File: config.mk
export PLATFORM = sky130hd
export DESIGN_NAME = nochange_stim_gen_flat
export DESIGN_NICKNAME = d
export VERILOG_FILES = /design/src/rtl/nochange_stim_pkg.sv /design/src/rtl/nochange_stim_gen_if.sv /design/src/rtl/nochange_stim_gen_mon.sv /design/src/rtl/nochange_stim_gen.sv /design/src/flat_wrapper.sv
export SDC_FILE = /design/constraint.sdc
export NUM_CORES = 1
export LEC_CHECK = 0
export ABC_CLOCK_PERIOD_IN_PS = 2950
export CORE_UTILIZATION = 56
export DETAILED_ROUTE_END_ITERATION = 8
export MAX_ROUTING_LAYER = met4
export PLACE_DENSITY = 0.8
export SYNTH_ARGS = -nofsm -noshare
export SYNTH_HDL_FRONTEND = slang
export SYNTH_SLANG_ARGS = --single-unit
File: constraint.sdc
create_clock -name clk -period 2.95 [get_ports clk]
set_input_delay 0.59 -clock clk [delete_from_list [all_inputs] [get_ports clk]]
set_output_delay 0.59 -clock clk [all_outputs]
set_load 0.01 [all_outputs]
File: src/rtl/nochange_stim_pkg.sv
// Shared types for the $nochange stimulus generator: pattern modes and FSM states.
package nochange_stim_pkg;

    localparam int MODE_W = 2;

    typedef enum logic [MODE_W-1:0] {
        NONE   = 2'd0,
        EDGE   = 2'd1,
        IN_WIN = 2'd2,
        AFTER  = 2'd3
    } mode_e;

    typedef enum logic [2:0] {
        IDLE = 3'd0,
        LEAD = 3'd1,
        HIGH = 3'd2,
        TAIL = 3'd3,
        DONE = 3'd4
    } state_e;

endpackage

File: src/rtl/nochange_stim_gen_if.sv
// Request/pattern bundle of the $nochange stimulus generator.
// Self-check ports exist only when NOCHANGE_STIM_SELFCHECK_EN is defined.
interface nochange_stim_gen_if
    import nochange_stim_pkg::*;
#(
    parameter int CNT_W = 8
);

    logic             start;
    logic [CNT_W-1:0] high_len;
    logic [CNT_W-1:0] data_off;
    mode_e            mode;
    logic             ref_o;
    logic             data_o;
    logic             busy;
    logic             done;
    logic             expect_viol;
`ifdef NOCHANGE_STIM_SELFCHECK_EN
    logic             viol_seen;
    logic             mismatch;

    modport master (
        output start, high_len, data_off, mode,
        input  ref_o, data_o, busy, done, expect_viol, viol_seen, mismatch
    );
    modport slave (
        input  start, high_len, data_off, mode,
        output ref_o, data_o, busy, done, expect_viol, viol_seen, mismatch
    );
`else
    modport master (
        output start, high_len, data_off, mode,
        input  ref_o, data_o, busy, done, expect_viol
    );
    modport slave (
        input  start, high_len, data_off, mode,
        output ref_o, data_o, busy, done, expect_viol
    );
`endif

endinterface

File: src/rtl/nochange_stim_gen_mon.sv
// Self-check monitor: flags a data change while ref is held high (rise cycle excluded)
// and keeps a sticky mismatch against the predicted violation flag.
module nochange_mon (
    input  logic clk,
    input  logic rst_n,
    input  logic clr,
    input  logic ref_o,
    input  logic data_o,
    input  logic done,
    input  logic expect_viol,
    output logic viol_seen,
    output logic mismatch
);

    logic ref_p;
    logic data_p;
    logic hit_q;
    logic mismatch_q;

    always_ff @(posedge clk or negedge rst_n) begin
        if (!rst_n) begin
            ref_p      <= 1'b0;
            data_p     <= 1'b0;
            hit_q      <= 1'b0;
            mismatch_q <= 1'b0;
        end else begin
            ref_p  <= ref_o;
            data_p <= data_o;
            if (clr)
                hit_q <= 1'b0;
            else if (ref_o && ref_p && (data_o != data_p))
                hit_q <= 1'b1;
            if (done && (hit_q != expect_viol))
                mismatch_q <= 1'b1;
        end
    end

    assign viol_seen = done & hit_q;
    assign mismatch  = mismatch_q;

endmodule

File: src/rtl/nochange_stim_gen.sv
// Stimulus generator for $nochange(posedge ref, data, 0, 0): one ref-high window per run,
// at most one data toggle, and a predicted violation flag. Optional NOCHANGE_STIM_SELFCHECK_EN.
//
// state | meaning
// IDLE  | waiting for start, inputs latched on accept
// LEAD  | one cycle with ref low before the window
// HIGH  | ref high for L cycles, counter 0..L-1
// TAIL  | ref low again, last cycle before done
// DONE  | done pulse, start ignored
module nochange_stim_gen
    import nochange_stim_pkg::*;
#(
    parameter int CNT_W = 8
) (
    input  logic           clk,
    input  logic           rst_n,
    nochange_stim_gen_if.slave bus
);

    localparam logic [CNT_W-1:0] ONE = CNT_W'(1);

    state_e           state_q, state_d;
    logic [CNT_W-1:0] cnt_q, cnt_d;
    logic [CNT_W-1:0] len_q, len_d;
    logic [CNT_W-1:0] off_q, off_d;
    mode_e            mode_q, mode_d;
    logic             viol_q, viol_d;
    logic             ref_q, ref_d;
    logic             data_q, data_d;
    logic             busy_q, busy_d;
    logic             done_q, done_d;
    logic             ev_q, ev_d;

    logic [CNT_W-1:0] len_in;
    logic [CNT_W-1:0] cnt_inc;

    assign len_in  = (bus.high_len == '0) ? ONE : bus.high_len;
    assign cnt_inc = cnt_q + ONE;

    always_ff @(posedge clk or negedge rst_n) begin
        if (!rst_n) begin
            state_q <= IDLE;
            cnt_q   <= '0;
            len_q   <= ONE;
            off_q   <= '0;
            mode_q  <= NONE;
            viol_q  <= 1'b0;
            ref_q   <= 1'b0;
            data_q  <= 1'b0;
            busy_q  <= 1'b0;
            done_q  <= 1'b0;
            ev_q    <= 1'b0;
        end else begin
            state_q <= state_d;
            cnt_q   <= cnt_d;
            len_q   <= len_d;
            off_q   <= off_d;
            mode_q  <= mode_d;
            viol_q  <= viol_d;
            ref_q   <= ref_d;
            data_q  <= data_d;
            busy_q  <= busy_d;
            done_q  <= done_d;
            ev_q    <= ev_d;
        end
    end

    always_comb begin
        state_d = state_q;
        cnt_d   = cnt_q;
        len_d   = len_q;
        off_d   = off_q;
        mode_d  = mode_q;
        viol_d  = viol_q;
        ref_d   = ref_q;
        data_d  = data_q;
        busy_d  = busy_q;
        done_d  = 1'b0;
        ev_d    = 1'b0;
        case (state_q)
            IDLE: begin
                if (bus.start) begin
                    state_d = LEAD;
                    busy_d  = 1'b1;
                    len_d   = len_in;
                    off_d   = bus.data_off;
                    mode_d  = bus.mode;
                    viol_d  = (bus.mode == IN_WIN) && (bus.data_off != '0) &&
                              (bus.data_off < len_in);
                end
            end
            LEAD: begin
                state_d = HIGH;
                ref_d   = 1'b1;
                cnt_d   = '0;
                // data_off=0 lands on the rise edge: simultaneous, not a violation
                if (mode_q == EDGE || (mode_q == IN_WIN && off_q == '0))
                    data_d = ~data_q;
            end
            HIGH: begin
                if (cnt_q == len_q - ONE) begin
                    state_d = TAIL;
                    ref_d   = 1'b0;
                end else begin
                    cnt_d = cnt_inc;
                    if (mode_q == IN_WIN && off_q == cnt_inc)
                        data_d = ~data_q;
                end
            end
            TAIL: begin
                state_d = DONE;
                busy_d  = 1'b0;
                done_d  = 1'b1;
                ev_d    = viol_q;
                if (mode_q == AFTER)
                    data_d = ~data_q;
            end
            DONE: begin
                state_d = IDLE;
            end
            default: begin
                state_d = IDLE;
            end
        endcase
    end

    assign bus.ref_o       = ref_q;
    assign bus.data_o      = data_q;
    assign bus.busy        = busy_q;
    assign bus.done        = done_q;
    assign bus.expect_viol = ev_q;

`ifdef NOCHANGE_STIM_SELFCHECK_EN
    logic accept;
    assign accept = (state_q == IDLE) && bus.start;

    nochange_mon u_mon (
        .clk         (clk),
        .rst_n       (rst_n),
        .clr         (accept),
        .ref_o       (ref_q),
        .data_o      (data_q),
        .done        (done_q),
        .expect_viol (ev_q),
        .viol_seen   (bus.viol_seen),
        .mismatch    (bus.mismatch)
    );
`endif

endmodule

File: src/flat_wrapper.sv
// flat-port wrapper written by rule: the top's interface ports become plain ports
module nochange_stim_gen_flat import nochange_stim_pkg::*;
#(
    parameter int CNT_W = 8
)
  (clk, rst_n, bus_start, bus_high_len, bus_data_off, bus_mode, bus_ref_o, bus_data_o, bus_busy, bus_done, bus_expect_viol);
  nochange_stim_gen_if #(.CNT_W(CNT_W)) bus_i ();
  input  logic clk;
  input  logic rst_n;
  input wire logic [$bits(bus_i.start)-1:0] bus_start;
  input wire logic [$bits(bus_i.high_len)-1:0] bus_high_len;
  input wire logic [$bits(bus_i.data_off)-1:0] bus_data_off;
  input wire logic [$bits(bus_i.mode)-1:0] bus_mode;
  output wire logic [$bits(bus_i.ref_o)-1:0] bus_ref_o;
  output wire logic [$bits(bus_i.data_o)-1:0] bus_data_o;
  output wire logic [$bits(bus_i.busy)-1:0] bus_busy;
  output wire logic [$bits(bus_i.done)-1:0] bus_done;
  output wire logic [$bits(bus_i.expect_viol)-1:0] bus_expect_viol;
  assign bus_i.start = bus_start;
  assign bus_i.high_len = bus_high_len;
  assign bus_i.data_off = bus_data_off;
  assign bus_i.mode = bus_mode;
  assign bus_ref_o = bus_i.ref_o;
  assign bus_data_o = bus_i.data_o;
  assign bus_busy = bus_i.busy;
  assign bus_done = bus_i.done;
  assign bus_expect_viol = bus_i.expect_viol;
  nochange_stim_gen #(.CNT_W(CNT_W)) u_core (.clk(clk), .rst_n(rst_n), .bus(bus_i));
endmodule
==> out/qor.txt <==
DRT iter0 DRCs -> 135
met2 track demand over resource -> 45.1%
Hold Vio Cnt, Final -> 0
pin count of the biggest net entering global routing -> 36
area delta synth->final -> 15.9%
Final Total Pwr -> 2.27 mW
Mapped Nets -> 263
final net count -> 285
worst setup slack after layout -> 0.387 ns
sum of overflow across all layers after global routing -> 0
internal power contribution -> 1.34 mW
number of antenna violations at the first check in global routing -> 0
gp weighted congestion -> 0.874
Top Usage Layer GRT -> met2
worst max-slew margin expressed relative to the limit -> 69.2%
placed instance area -> 2530 um^2
startpoint kind of the worst setup timing path -> register
sw power -> 0.926 mW
critical-path cell with the highest stage delay -> or4_4
core utilization of the finished layout -> 69.3%
Worst IR Drop VDD -> 0.517 mV
final-layout fill cell count -> 290
register clock-pin slew on the reported worst setup and hold paths -> 0.07 ns
global routing met3 resource utilization -> 5.03%
number of setup violations in the final report -> 0
CTS tree -> yes
area of the mapped netlist -> 2250 um^2
Post-DRT Antenna Nets -> 0
routed wire length -> 5.10 mm
slew at the pin with the worst max-slew slack -> 0.458 ns
number of pins with negative max-slew slack in the final report -> 0
antenna cells -> 0
total negative slack -> 0 ns
met1 capacity usage during global routing -> 36.1%
part of the power in the clock network -> 14.8%
Crit Path Category -> register to register
switch share -> 40.8%
maximum clock path buffer count -> 2
FP Rows -> 22
hold buffer count at CTS -> 0
arrival time worst endpoint -> 2.75 ns
cell count after placement -> 296
class of the tightest hold or removal check -> register to register
number of synthesized register bits -> 35
outcome -> complete, no violations
fraction of final layout cells with drive strength greater than 1 -> 14.8%
number of sinks on the clock net -> 35
critical path peak fanout -> 13
delay contributed by the slowest stage of the critical path -> 0.48 ns
proportion of power drawn by combinational gates -> 43.3%
Top-Level Pins -> 26
count of non-filler cells in the finished layout -> 304
mean instance size in the synthesized netlist -> 9.68 um^2
cell-by-cell listing of the critical path -> inv_1, ha_1, or3b_4, or4_4, a22oi_2, o211a_1, a211oi_2, a31o_1
CTS H-Tree Depth -> 2
cell type group with the largest total delay on the critical path -> simple AND/OR/NAND/NOR gates
post-CTS setup buffer count -> 0
Gates resized, CTS repair -> 0
Layout Skew -> 0.00643 ns
post-synthesis cell count -> 233
DRT Pass-1 Iters -> 4
Worst Hold Margin -> 0.502 ns
standby leakage power -> 1.11 nW
post-synthesis sequential area ratio -> 38.9%
Setup WS pre-CTS -> 0.392 ns
achievable clock frequency -> 390 MHz
clock latency on the worst-skew pair -> 0.29 ns
fin crit share -> 86.9%
Wirelength per Cell -> 16.8 um
total die area -> 4280 um^2
vias in the first global route -> 1868
unique cell type count in the Yosys netlist -> 62
first-pass GRT wire length -> 8.83 mm
number of warning messages in the yosys log -> 0
Setup crit end kind -> register
die extent in y -> 65.5 um
Clock Tree Root -> clkbuf_8
finished layout cell area -> 2610 um^2
count of buffers inserted at the top-level ports -> 25
Max Cap Viol -> 0
EDFF count, synth -> 0
setup repair after global routing missed its margin -> no
required time of the critical path -> 3.13 ns
buffering stage count on the worst path with inverters included -> 1
DRC Markers -> 0
Initial Util -> 59.8%
Total GRT Usage -> 28.1%
average via count per standard cell -> 6.05
core box area -> 3770 um^2
Tmin final -> 2.56 ns
fraction of registers with async set or reset after synthesis -> 100%
post-detailed-placement half-perimeter wirelength -> 3.70 mm
power density relative to cell area -> 868 nW/um^2
share of total power in sequential cells -> 41.9%
number of vias in the routed layout -> 1840
most common flop cell mapped by yosys -> dfrtp_1
clock buffers created by TritonCTS -> 5
die extent in x -> 65.5 um
-- final timing paths --
check	slack [ns]	start	endpoint	depth (start not counted)
setup / recovery	0.39	u_core.len_q[1]	u_core.cnt_q[2]	8
hold / removal	0.50	u_core.viol_q	u_core.bus.expect_viol	1
setup reg to reg	0.39	u_core.len_q[1]	u_core.cnt_q[2]	8
hold reg to reg	0.50	u_core.viol_q	u_core.bus.expect_viol	1
max in group asynchronous	1.90	rst_n	u_core.len_q[0]	2
min in group asynchronous	0.71	rst_n	u_core.viol_q	2
-- final cells by class --
cell class | count | area [um^2] | share of cell area, %
flip-flops and latches | 35 | 877 | 33.6
multi-input cells | 171 | 1270 | 48.7
well taps | 48 | 60.1 | 2.30
clock inverters | 1 | 5.00 | 0.192
clock buffers | 7 | 76.3 | 2.92
repair buffers | 27 | 265 | 10.2
inverters | 15 | 56.3 | 2.16
-- logic make-up (layout without fill, tap and decap cells) --
kind of cell | after synthesis | in the layout | share of synthesized area, %
and+or+nand+nor | 83 | 83 | 21.6
AOI/OAI and AO/OA | 49 | 49 | 16.3
DFF | 35 | 35 | 38.9
buffers and inverters | 27 | 50 | 5.05
xor gates and xnor gates | 16 | 16 | 6.22
muxes | 14 | 14 | 6.94
adders and majority gates | 9 | 9 | 4.99
-- power by group through the flow --
stage          logic (mW)  clock network (mW)  registers, mW
2_1_floorplan       0.804                   0          0.845
3_3_place_gp        0.947                   0          0.947
3_5_place_dp        0.974                   0          0.957
4_1_cts             0.982               0.343          0.948
5_1_grt              1.09               0.358          0.986
6_report            0.982               0.336          0.950
-- sequential cells by signal (all words and copies together) (netlist names) --
register and count:
u_core.cnt_q 8, u_core.bus.expect_viol 1, u_core.viol_q 1, u_core.state_q 3, u_core.mode_q 2, u_core.bus.done 1
u_core.bus.ref_o 1, u_core.len_q 8, u_core.off_q 8, u_core.bus.data_o 1, u_core.bus.busy 1
-- routing by layer --
layer | vias up | share of wire [%]
met5 | - | 0
met4 | 0 | 1.5
met3 | 8 | 3.1
met2 | 41 | 48
met1 | 879 | 47
li1 | 912 | -
-- worst reg2reg max path, delay by kind of cell, from the launching register on --
| family | cells | cell delay [ns] |
|---|---|---|
| AND/OR/NAND/NOR | 2 | 0.90 |
| AO/OA/AOI/OAI | 4 | 0.88 |
| flip-flops | 1 | 0.39 |
| adder cells (fa/ha/maj) | 1 | 0.21 |
| buffers and inverters | 1 | 0.08 |
-- layout by cell type (no fill, tap or decap), drive strengths merged, types with 7 or more instances in the layout --
master,n
xnor2,8
o211ai,10
clkdlybuf4s50,25
clkbuf,7
ha,9
o21ai,11
nand3,14
xor2,8
nand2,14
mux2,13
nor2,11
nand4,9
inv,15
dfrtp,34
-- synthesized netlist by cell type (2+ instances only) --
library cell	instances	share of area [%]
nor2_1	11	1.8
xnor2_1	8	3.1
o211ai_1	9	3.0
nor3b_1	2	0.67
a221o_1	2	0.89
or4_2	3	1.2
o21a_1	2	0.67
nor4_1	5	1.4
clkbuf_1	8	1.3
or4_1	2	0.67
mux2_2	13	6.5
xor2_1	8	3.1
o21ai_0	10	2.2
and4_1	2	0.78
inv_1	15	2.5
a21oi_1	2	0.44
nand2_1	14	2.3
and3b_1	2	0.78
a21o_1	2	0.67
nor3_1	4	0.89
nand3_1	14	3.1
dfrtp_1	34	38
ha_1	9	5.0
a31o_2	2	0.78
nand4_1	9	2.5
and2_1	3	0.83
or2b_2	2	0.78
o21bai_1	2	0.67
No activity file was read; power rests on OpenSTA's default activity.
